`src/rtl/savestates_reg_seq_pkg.sv`:
```
`default_nettype none
// ============================================================================
// Module  : savestates_pkg
// Brief   : Shared types and the shadowed-register address table.
// Revision: 1.0 - initial release
// ============================================================================
package savestates_pkg;

    typedef enum logic [2:0] {
        ST_IDLE    = 3'd0,
        ST_SETUP   = 3'd1,
        ST_STROBE  = 3'd2,
        ST_CAPTURE = 3'd3,
        ST_MEMW    = 3'd4,
        ST_MEMR    = 3'd5,
        ST_NEXT    = 3'd6,
        ST_FIN     = 3'd7
    } ss_state_e;

    localparam int SS_REG_COUNT = 27;
    localparam int SS_IDX_W     = 5;

    // Low 16 bits of the CPU address; the bank byte is supplied by the sequencer
    localparam logic [15:0] SS_REG_ADDR [0:SS_REG_COUNT-1] = '{
        16'h4300, 16'h4301, 16'h4302, 16'h4303, 16'h4304, 16'h4305, 16'h4306,
        16'h4200,
        16'h4202, 16'h4203, 16'h4204, 16'h4205, 16'h4206, 16'h4207, 16'h4208,
        16'h4209, 16'h420A,
        16'h420C, 16'h420D, 16'h420F,
        16'h2100,
        16'h2181, 16'h2182, 16'h2183,
        16'h21F0, 16'h21F1, 16'h21F2
    };

endpackage
`default_nettype wire

```
`src/rtl/savestates_reg_seq_if.sv`:
```
`default_nettype none
// ============================================================================
// Module  : savestates_reg_seq_if
// Brief   : Control, CPU register bus and save-state buffer signals.
// Revision: 1.0 - initial release
// ============================================================================
interface savestates_reg_seq_if;
    logic        start_save;
    logic        start_load;
    logic        busy;
    logic        done;
    logic        err;
    logic        ss_reg_sel;
    logic [23:0] ca;
    logic        cpurd_ce;
    logic        cpuwr_ce;
    logic [7:0]  dout;
    logic [7:0]  ssr_do;
    logic        ssr_oe;
    logic        mem_req;
    logic        mem_we;
    logic [7:0]  mem_addr;
    logic [7:0]  mem_wdata;
    logic [7:0]  mem_rdata;
    logic        mem_ack;

    modport master (
        input  start_save, start_load, ssr_do, ssr_oe, mem_rdata, mem_ack,
        output busy, done, err, ss_reg_sel, ca, cpurd_ce, cpuwr_ce, dout,
               mem_req, mem_we, mem_addr, mem_wdata
    );

    modport slave (
        output start_save, start_load, ssr_do, ssr_oe, mem_rdata, mem_ack,
        input  busy, done, err, ss_reg_sel, ca, cpurd_ce, cpuwr_ce, dout,
               mem_req, mem_we, mem_addr, mem_wdata
    );
endinterface
`default_nettype wire

```
`src/rtl/savestates_reg_seq_rom.sv`:
```
`default_nettype none
// ============================================================================
// Module  : savestates_reg_rom
// Brief   : Combinational table index to register address lookup.
// Revision: 1.0 - initial release
// ============================================================================
module savestates_reg_rom
    import savestates_pkg::*;
(
    input  logic [SS_IDX_W-1:0] i_idx,
    output logic [15:0]         o_addr
);

    // Out-of-range indices read as zero
    always_comb begin
        o_addr = 16'h0000;
        for (int i = 0; i < SS_REG_COUNT; i++) begin
            if (i_idx == SS_IDX_W'(i)) begin
                o_addr = SS_REG_ADDR[i];
            end
        end
    end

endmodule
`default_nettype wire

```
`src/rtl/savestates_reg_seq.sv`:
```
`default_nettype none
// ============================================================================
// Module  : savestates_reg_seq
// Brief   : Bus-master sequencer moving shadowed registers to/from the buffer.
// Revision: 1.0 - initial release
// ============================================================================
module savestates_reg_seq
    import savestates_pkg::*;
#(
    parameter logic [7:0]  SS_BANK     = 8'hC0,
    parameter logic [7:0]  MEM_BASE    = 8'h00,
    parameter int unsigned ACK_TIMEOUT = 255
) (
    input  logic                 clk,
    input  logic                 reset_n,
    savestates_reg_seq_if.master bus
);

    localparam int unsigned          c_TMO_W    = (ACK_TIMEOUT > 1) ? $clog2(ACK_TIMEOUT) : 1;
    localparam logic [c_TMO_W-1:0]   c_TMO_LAST = c_TMO_W'(ACK_TIMEOUT - 1);
    localparam logic [SS_IDX_W-1:0]  c_IDX_LAST = SS_IDX_W'(SS_REG_COUNT - 1);

    ss_state_e             r_state, w_state_nxt;
    logic [SS_IDX_W-1:0]   r_idx, w_idx_nxt;
    logic                  r_is_load, w_is_load_nxt;
    logic [c_TMO_W-1:0]    r_tmo, w_tmo_nxt;
    logic                  r_err, w_err_nxt;
    logic [7:0]            r_dout, w_dout_nxt;
    logic [7:0]            r_wdata, w_wdata_nxt;
    logic                  r_busy, r_done, r_sel, r_rd, r_wr, r_req, r_we;
    logic [23:0]           r_ca, w_ca_nxt;
    logic [7:0]            r_addr, w_addr_nxt;
    logic [15:0]           w_rom_addr;

    savestates_reg_rom u_rom (
        .i_idx  (w_idx_nxt),
        .o_addr (w_rom_addr)
    );

    always_ff @(posedge clk or negedge reset_n) begin
        if (!reset_n) begin
            r_state <= ST_IDLE;
        end else begin
            r_state <= w_state_nxt;
        end
    end

    always_comb begin
        w_state_nxt   = r_state;
        w_idx_nxt     = r_idx;
        w_is_load_nxt = r_is_load;
        w_tmo_nxt     = r_tmo;
        w_err_nxt     = r_err;
        w_dout_nxt    = r_dout;
        w_wdata_nxt   = r_wdata;
        case (r_state)
            ST_IDLE: begin
                if (bus.start_save) begin
                    w_state_nxt   = ST_SETUP;
                    w_is_load_nxt = 1'b0;
                    w_idx_nxt     = '0;
                    w_err_nxt     = 1'b0;
                end else if (bus.start_load) begin
                    w_state_nxt   = ST_MEMR;
                    w_is_load_nxt = 1'b1;
                    w_idx_nxt     = '0;
                    w_err_nxt     = 1'b0;
                end
            end
            ST_SETUP:   w_state_nxt = ST_STROBE;
            ST_STROBE:  w_state_nxt = r_is_load ? ST_NEXT : ST_CAPTURE;
            ST_CAPTURE: begin
                // An unclaimed address stores all-ones and flags the save as suspect
                w_state_nxt = ST_MEMW;
                w_wdata_nxt = bus.ssr_oe ? bus.ssr_do : 8'hFF;
                if (!bus.ssr_oe) begin
                    w_err_nxt = 1'b1;
                end
            end
            ST_MEMW, ST_MEMR: begin
                if (bus.mem_ack) begin
                    w_state_nxt = (r_state == ST_MEMW) ? ST_NEXT : ST_SETUP;
                    if (r_state == ST_MEMR) begin
                        w_dout_nxt = bus.mem_rdata;
                    end
                end else if (r_tmo == c_TMO_LAST) begin
                    w_state_nxt = ST_FIN;
                    w_err_nxt   = 1'b1;
                end else begin
                    w_tmo_nxt = r_tmo + 1'b1;
                end
            end
            ST_NEXT: begin
                if (r_idx == c_IDX_LAST) begin
                    w_state_nxt = ST_FIN;
                end else begin
                    w_idx_nxt   = r_idx + 1'b1;
                    w_state_nxt = r_is_load ? ST_MEMR : ST_SETUP;
                end
            end
            ST_FIN:  w_state_nxt = ST_IDLE;
            default: w_state_nxt = ST_IDLE;
        endcase

        // The ack wait counter restarts on every state entry
        if (w_state_nxt != r_state) begin
            w_tmo_nxt = '0;
        end

        w_ca_nxt   = (w_state_nxt == ST_SETUP) ? {SS_BANK, w_rom_addr} : r_ca;
        w_addr_nxt = (w_state_nxt inside {ST_MEMW, ST_MEMR}) ?
                     (MEM_BASE + {{(8 - SS_IDX_W){1'b0}}, w_idx_nxt}) : r_addr;
    end

    // Every output is registered from the next-state decode
    always_ff @(posedge clk or negedge reset_n) begin
        if (!reset_n) begin
            r_idx     <= '0;
            r_is_load <= 1'b0;
            r_tmo     <= '0;
            r_err     <= 1'b0;
            r_dout    <= 8'h00;
            r_wdata   <= 8'h00;
            r_busy    <= 1'b0;
            r_done    <= 1'b0;
            r_sel     <= 1'b0;
            r_rd      <= 1'b0;
            r_wr      <= 1'b0;
            r_req     <= 1'b0;
            r_we      <= 1'b0;
            r_ca      <= 24'h000000;
            r_addr    <= MEM_BASE;
        end else begin
            r_idx     <= w_idx_nxt;
            r_is_load <= w_is_load_nxt;
            r_tmo     <= w_tmo_nxt;
            r_err     <= w_err_nxt;
            r_dout    <= w_dout_nxt;
            r_wdata   <= w_wdata_nxt;
            r_busy    <= (w_state_nxt != ST_IDLE) && (w_state_nxt != ST_FIN);
            r_done    <= (w_state_nxt == ST_FIN);
            r_sel     <= (w_state_nxt inside {ST_SETUP, ST_STROBE, ST_CAPTURE});
            r_rd      <= (w_state_nxt == ST_STROBE) && !w_is_load_nxt;
            r_wr      <= (w_state_nxt == ST_STROBE) && w_is_load_nxt;
            r_req     <= (w_state_nxt inside {ST_MEMW, ST_MEMR});
            r_we      <= (w_state_nxt == ST_MEMW);
            r_ca      <= w_ca_nxt;
            r_addr    <= w_addr_nxt;
        end
    end

    assign bus.busy       = r_busy;
    assign bus.done       = r_done;
    assign bus.err        = r_err;
    assign bus.ss_reg_sel = r_sel;
    assign bus.ca         = r_ca;
    assign bus.cpurd_ce   = r_rd;
    assign bus.cpuwr_ce   = r_wr;
    assign bus.dout       = r_dout;
    assign bus.mem_req    = r_req;
    assign bus.mem_we     = r_we;
    assign bus.mem_addr   = r_addr;
    assign bus.mem_wdata  = r_wdata;

endmodule
`default_nettype wire

```
`src/flat_wrapper.sv`:
```
// flat-port wrapper written by rule: the top's interface ports become plain ports
module savestates_reg_seq_flat import savestates_pkg::*;
#(
    parameter logic [7:0]  SS_BANK     = 8'hC0,
    parameter logic [7:0]  MEM_BASE    = 8'h00,
    parameter int unsigned ACK_TIMEOUT = 255
)
  (clk, reset_n, bus_start_save, bus_start_load, bus_ssr_do, bus_ssr_oe, bus_mem_rdata, bus_mem_ack, bus_busy, bus_done, bus_err, bus_ss_reg_sel, bus_ca, bus_cpurd_ce, bus_cpuwr_ce, bus_dout, bus_mem_req, bus_mem_we, bus_mem_addr, bus_mem_wdata);
  savestates_reg_seq_if bus_i ();
  input  logic clk;
  input  logic reset_n;
  input wire logic [$bits(bus_i.start_save)-1:0] bus_start_save;
  input wire logic [$bits(bus_i.start_load)-1:0] bus_start_load;
  input wire logic [$bits(bus_i.ssr_do)-1:0] bus_ssr_do;
  input wire logic [$bits(bus_i.ssr_oe)-1:0] bus_ssr_oe;
  input wire logic [$bits(bus_i.mem_rdata)-1:0] bus_mem_rdata;
  input wire logic [$bits(bus_i.mem_ack)-1:0] bus_mem_ack;
  output wire logic [$bits(bus_i.busy)-1:0] bus_busy;
  output wire logic [$bits(bus_i.done)-1:0] bus_done;
  output wire logic [$bits(bus_i.err)-1:0] bus_err;
  output wire logic [$bits(bus_i.ss_reg_sel)-1:0] bus_ss_reg_sel;
  output wire logic [$bits(bus_i.ca)-1:0] bus_ca;
  output wire logic [$bits(bus_i.cpurd_ce)-1:0] bus_cpurd_ce;
  output wire logic [$bits(bus_i.cpuwr_ce)-1:0] bus_cpuwr_ce;
  output wire logic [$bits(bus_i.dout)-1:0] bus_dout;
  output wire logic [$bits(bus_i.mem_req)-1:0] bus_mem_req;
  output wire logic [$bits(bus_i.mem_we)-1:0] bus_mem_we;
  output wire logic [$bits(bus_i.mem_addr)-1:0] bus_mem_addr;
  output wire logic [$bits(bus_i.mem_wdata)-1:0] bus_mem_wdata;
  assign bus_i.start_save = bus_start_save;
  assign bus_i.start_load = bus_start_load;
  assign bus_i.ssr_do = bus_ssr_do;
  assign bus_i.ssr_oe = bus_ssr_oe;
  assign bus_i.mem_rdata = bus_mem_rdata;
  assign bus_i.mem_ack = bus_mem_ack;
  assign bus_busy = bus_i.busy;
  assign bus_done = bus_i.done;
  assign bus_err = bus_i.err;
  assign bus_ss_reg_sel = bus_i.ss_reg_sel;
  assign bus_ca = bus_i.ca;
  assign bus_cpurd_ce = bus_i.cpurd_ce;
  assign bus_cpuwr_ce = bus_i.cpuwr_ce;
  assign bus_dout = bus_i.dout;
  assign bus_mem_req = bus_i.mem_req;
  assign bus_mem_we = bus_i.mem_we;
  assign bus_mem_addr = bus_i.mem_addr;
  assign bus_mem_wdata = bus_i.mem_wdata;
  savestates_reg_seq #(.SS_BANK(SS_BANK), .MEM_BASE(MEM_BASE), .ACK_TIMEOUT(ACK_TIMEOUT)) u_core (.clk(clk), .reset_n(reset_n), .bus(bus_i));
endmodule
```
`config.mk`:
```
export PLATFORM = sky130hd
export DESIGN_NAME = savestates_reg_seq_flat
export DESIGN_NICKNAME = d
export VERILOG_FILES = /design/src/rtl/savestates_reg_seq_pkg.sv /design/src/rtl/savestates_reg_seq_if.sv /design/src/rtl/savestates_reg_seq_rom.sv /design/src/rtl/savestates_reg_seq.sv /design/src/flat_wrapper.sv
export SDC_FILE = /design/constraint.sdc
export NUM_CORES = 1
export LEC_CHECK = 0
export ABC_AREA = 1
export BUFFER_PORTS_ARGS = -buffer_cell sky130_fd_sc_hd__buf_2
export CORE_ASPECT_RATIO = 1.25
export CORE_MARGIN = 8
export CORE_UTILIZATION = 40
export CTS_CLUSTER_DIAMETER = 80
export DETAILED_ROUTE_END_ITERATION = 12
export PLACE_DENSITY = 0.71
export SYNTH_ARGS = -nofsm -noshare
export SYNTH_HDL_FRONTEND = slang
export SYNTH_HIERARCHICAL = 1
export SYNTH_SLANG_ARGS = --single-unit
export TNS_END_PERCENT = 20
```
`constraint.sdc`:
```
create_clock -name clk -period 2.7 [get_ports clk]
set_clock_uncertainty 0.1 [all_clocks]
set_input_delay 0.27 -clock clk [delete_from_list [all_inputs] [get_ports clk]]
set_output_delay 0.27 -clock clk [all_outputs]
set_load 0.01 [all_outputs]
```
==> summary.md <==
| Metric | Value |
|---|---|
| FF+latch count, synth | `63` |
| Leak Pwr | `1.98 nW` |
| Drc violations | `0` |
| Gr ovfl total | `0` |
| Num ports | `78` |
| Synth cell types | `34` |
| Initial antenna violation count | `0` |
| Tmin final | `2460 ps` |
| Starting Density | `40.9%` |
| Max-Cap Viols | `0` |
| Yosys warning total | `6` |
| R2r startpoint | `u_core/r_state[2]$_DFF_PN0_` |
| Vias in the first global route | `2795` |
| Row count | `37` |
| GPL Wtd Cong | `0.840` |
| Number of filler cells placed in the layout | `807` |
| Hold slack | `52.5 ps` |
| N_diodes | `0` |
| Avg Inst Size Synth | `8.82 sq um` |
| Clk buf depth | `2` |
| CP Class | `register to register` |
| Pwr Density | `1130 mW/mm^2` |
| Hpwl dp | `5760 um` |
| CTS tree | `built` |
| Via count | `2668` |
| H-Tree Depth | `3` |
| Setup crit start | `u_core/r_state[2]$_DFF_PN0_` |
| Sequential area share after synthesis | `47.0%` |
| Fin Setup TNS | `0 ps` |
| Core Box Area | `0.00819 sq mm` |
| Worst skew pair latency | `340 ps` |
| Worst r2r dst | `u_core/bus.ca[0]$_DFFE_PN0N_` |
| Worst min-delay path category | `primary input to register` |
| Largest net degree at the start of global routing | `34` |
| CTS sink cnt | `63` |
| Outcome | `finished, final reports clean` |
| Critical path launch point type | `register` |
| Crit share post-route | `91.2%` |
| Final nets | `480` |
| Cells after Synth | `380` |
| Post-Route WL | `7510 um` |
| Final Max Slew Viols | `0` |
| Mapped Area | `0.00335 sq mm` |
| DIE HEIGHT | `118 um` |
| Worst Reg-to-Reg Cells | `14` |
| # setup viols final | `0` |
| R2r setup slk | `240 ps` |
| Clk slew on worst S/H paths | `70 ps` |
| Die area | `0.0116 sq mm` |
| Global Route Usage Sum | `13.6%` |
| CP endpoint kind | `register` |
| Most frequent cells in the layout | `buf_2, dfrtp_1, nand2_1` |
| CP arrival | `2620 ps` |
| RSZ-0062 raised after global routing | `false` |
| Drt pass-1 iters | `4` |
| VDD IR max | `0.000472 V` |
| Max frequency | `406 MHz` |
| Commonest non-fill, non-tap cell in the layout | `buf_2` |
| Setup Buffers After CTS | `0` |
| First-pass GRT wire length | `12700 um` |
| Initial DRC count | `98` |
| Die span in x | `97.9 um` |
| Slew HR | `64.5%` |
| CP required | `2860 ps` |
| Via density | `4.81` |
| Worst-margin pin slew | `533 ps` |
| Antenna Nets Post-Route | `0` |
| Area Overhead vs Synth | `17.9%` |
| Layout cells sized above 1 | `35.2%` |
| Final Hold Violating Endpoints | `0` |
| CTS Buf Count | `9` |
| Clock root cell | `clkbuf_8` |
| WL/cell | `13.5 um` |
| Worst Setup EP | `u_core/bus.ca[0]$_DFFE_PN0N_` |
| CP max FO | `8` |
| # port buffers | `68` |
| Worst hold stages | `2` |
layer usage:
layer / up-vias / routed length [um] / global-route usage, %
met2: 64 / 4040 / 25.5
li1: 1342 / - / -
met3: 10 / 419 / 3.70
met4: 0 / 114 / 8.31
met1: 1252 / 2940 / 12.8
met5: - / 0 / 0
logic make-up after synthesis:
family | after synthesis | synth area share (%)
compound gates | 53 | 11.1
xor+xnor | 3 | 0.784
fa+ha+maj | 4 | 1.49
buf+inv | 79 | 11.6
flops | 63 | 47.0
mux | 8 | 2.69
other cells | 2 | 0.224
simple gates | 168 | 25.1
per-stage QoR:
step                cells  instance area, sq um  util (%)  power [mW]  setup WS [ps]
floorplan             391                  3390         -        3.07            395
global placement      539                  3730      45.5        3.59            350
detailed placement    539                  3730      45.5        3.63            270
CTS                   555                  3950      48.2        4.54            259
global route          555                  3950      48.3        4.85           10.4
finish                555                  3950      48.3        4.47            239
final cells by class:
type / count / area (sq um) / share of cell area [%]
repair buffers: 77 / 410 / 10.4
clock inverters: 4 / 70.1 / 1.77
flip-flops and latches: 63 / 1580 / 39.9
clock buffers: 11 / 141 / 3.58
multi-input cells: 249 / 1430 / 36.1
well taps: 97 / 121 / 3.07
inverters: 54 / 205 / 5.19
synthesized netlist by cell type:
cell type | instances | area (sq um)
buf_2 | 5 | 25.0
nand3_4 | 2 | 35.0
conb_1 | 2 | 7.51
nand3_1 | 22 | 110
ha_1 | 4 | 50.1
o22a_1 | 8 | 70.1
nand2_2 | 17 | 106
nand2_1 | 58 | 218
o31ai_1 | 1 | 7.51
buf_4 | 17 | 128
nor2_4 | 2 | 22.5
a21oi_2 | 1 | 8.76
nand4_1 | 13 | 81.3
nand3_2 | 4 | 40.0
nor3_1 | 3 | 15.0
o21bai_1 | 1 | 7.51
nor2_1 | 37 | 139
a21oi_1 | 8 | 40.0
o211ai_1 | 1 | 7.51
inv_2 | 11 | 41.3
nor2_2 | 6 | 37.5
a31oi_1 | 2 | 12.5
o21ai_0 | 12 | 60.1
nand2_4 | 2 | 22.5
buf_6 | 3 | 33.8
mux2_2 | 8 | 90.1
nand3b_1 | 1 | 7.51
inv_1 | 41 | 154
dfrtp_1 | 63 | 1580
or2_2 | 1 | 6.26
clkinv_1 | 2 | 7.51
o21ai_1 | 2 | 10.0
o21ai_2 | 17 | 149
xor2_1 | 3 | 26.3
critical path, cell delays in order (launching register included):
cell and delay (ps):
dfrtp_1 520, inv_2 120, nand3_2 130, inv_2 70, nand2_2 120, nand2_1 140
a21oi_1 150, nor2_1 50, buf_4 160, nor2_2 300, nand3_2 150, nand4_1 110
nand3b_1 100, inv_1 50, o21ai_2 110
sequential cells by signal, indices dropped and copies added (netlist names), 3 cells and up:
signal,count
u_core/bus.ca,17
u_core/bus.dout,8
u_core/bus.mem_wdata,8
u_core/r_tmo,8
u_core/bus.mem_addr,5
u_core/r_idx,5
u_core/r_state,3
repair_timing:
action	4_1_cts	5_1_grt
hold buffers	1	0
setup endpoints to repair	0	1
resized for setup	0	1
hold endpoints to repair	20	0
worst min path at each step:
stage                     slack, ps                             endpoint     startpoint
after floorplan                -130            u_core/bus.busy$_DFF_PN0_        reset_n
after global placement          150           u_core/bus.err$_DFFE_PN0P_        reset_n
after detailed placement        150  u_core/bus.mem_wdata[3]$_DFFE_PN0P_        reset_n
after CTS                        30  u_core/bus.mem_wdata[2]$_DFFE_PN0P_  bus_ssr_do[2]
after global routing             40  u_core/bus.mem_wdata[2]$_DFFE_PN0P_  bus_ssr_do[2]
final                            50  u_core/bus.mem_wdata[2]$_DFFE_PN0P_  bus_ssr_do[2]
report_power, final:
group | switching [mW] | internal [mW]
Sequential | 0.200 | 1.26
Clock | 0.337 | 0.537
Combinational | 1.38 | 0.755
Power figures use the tool's default switching activity.
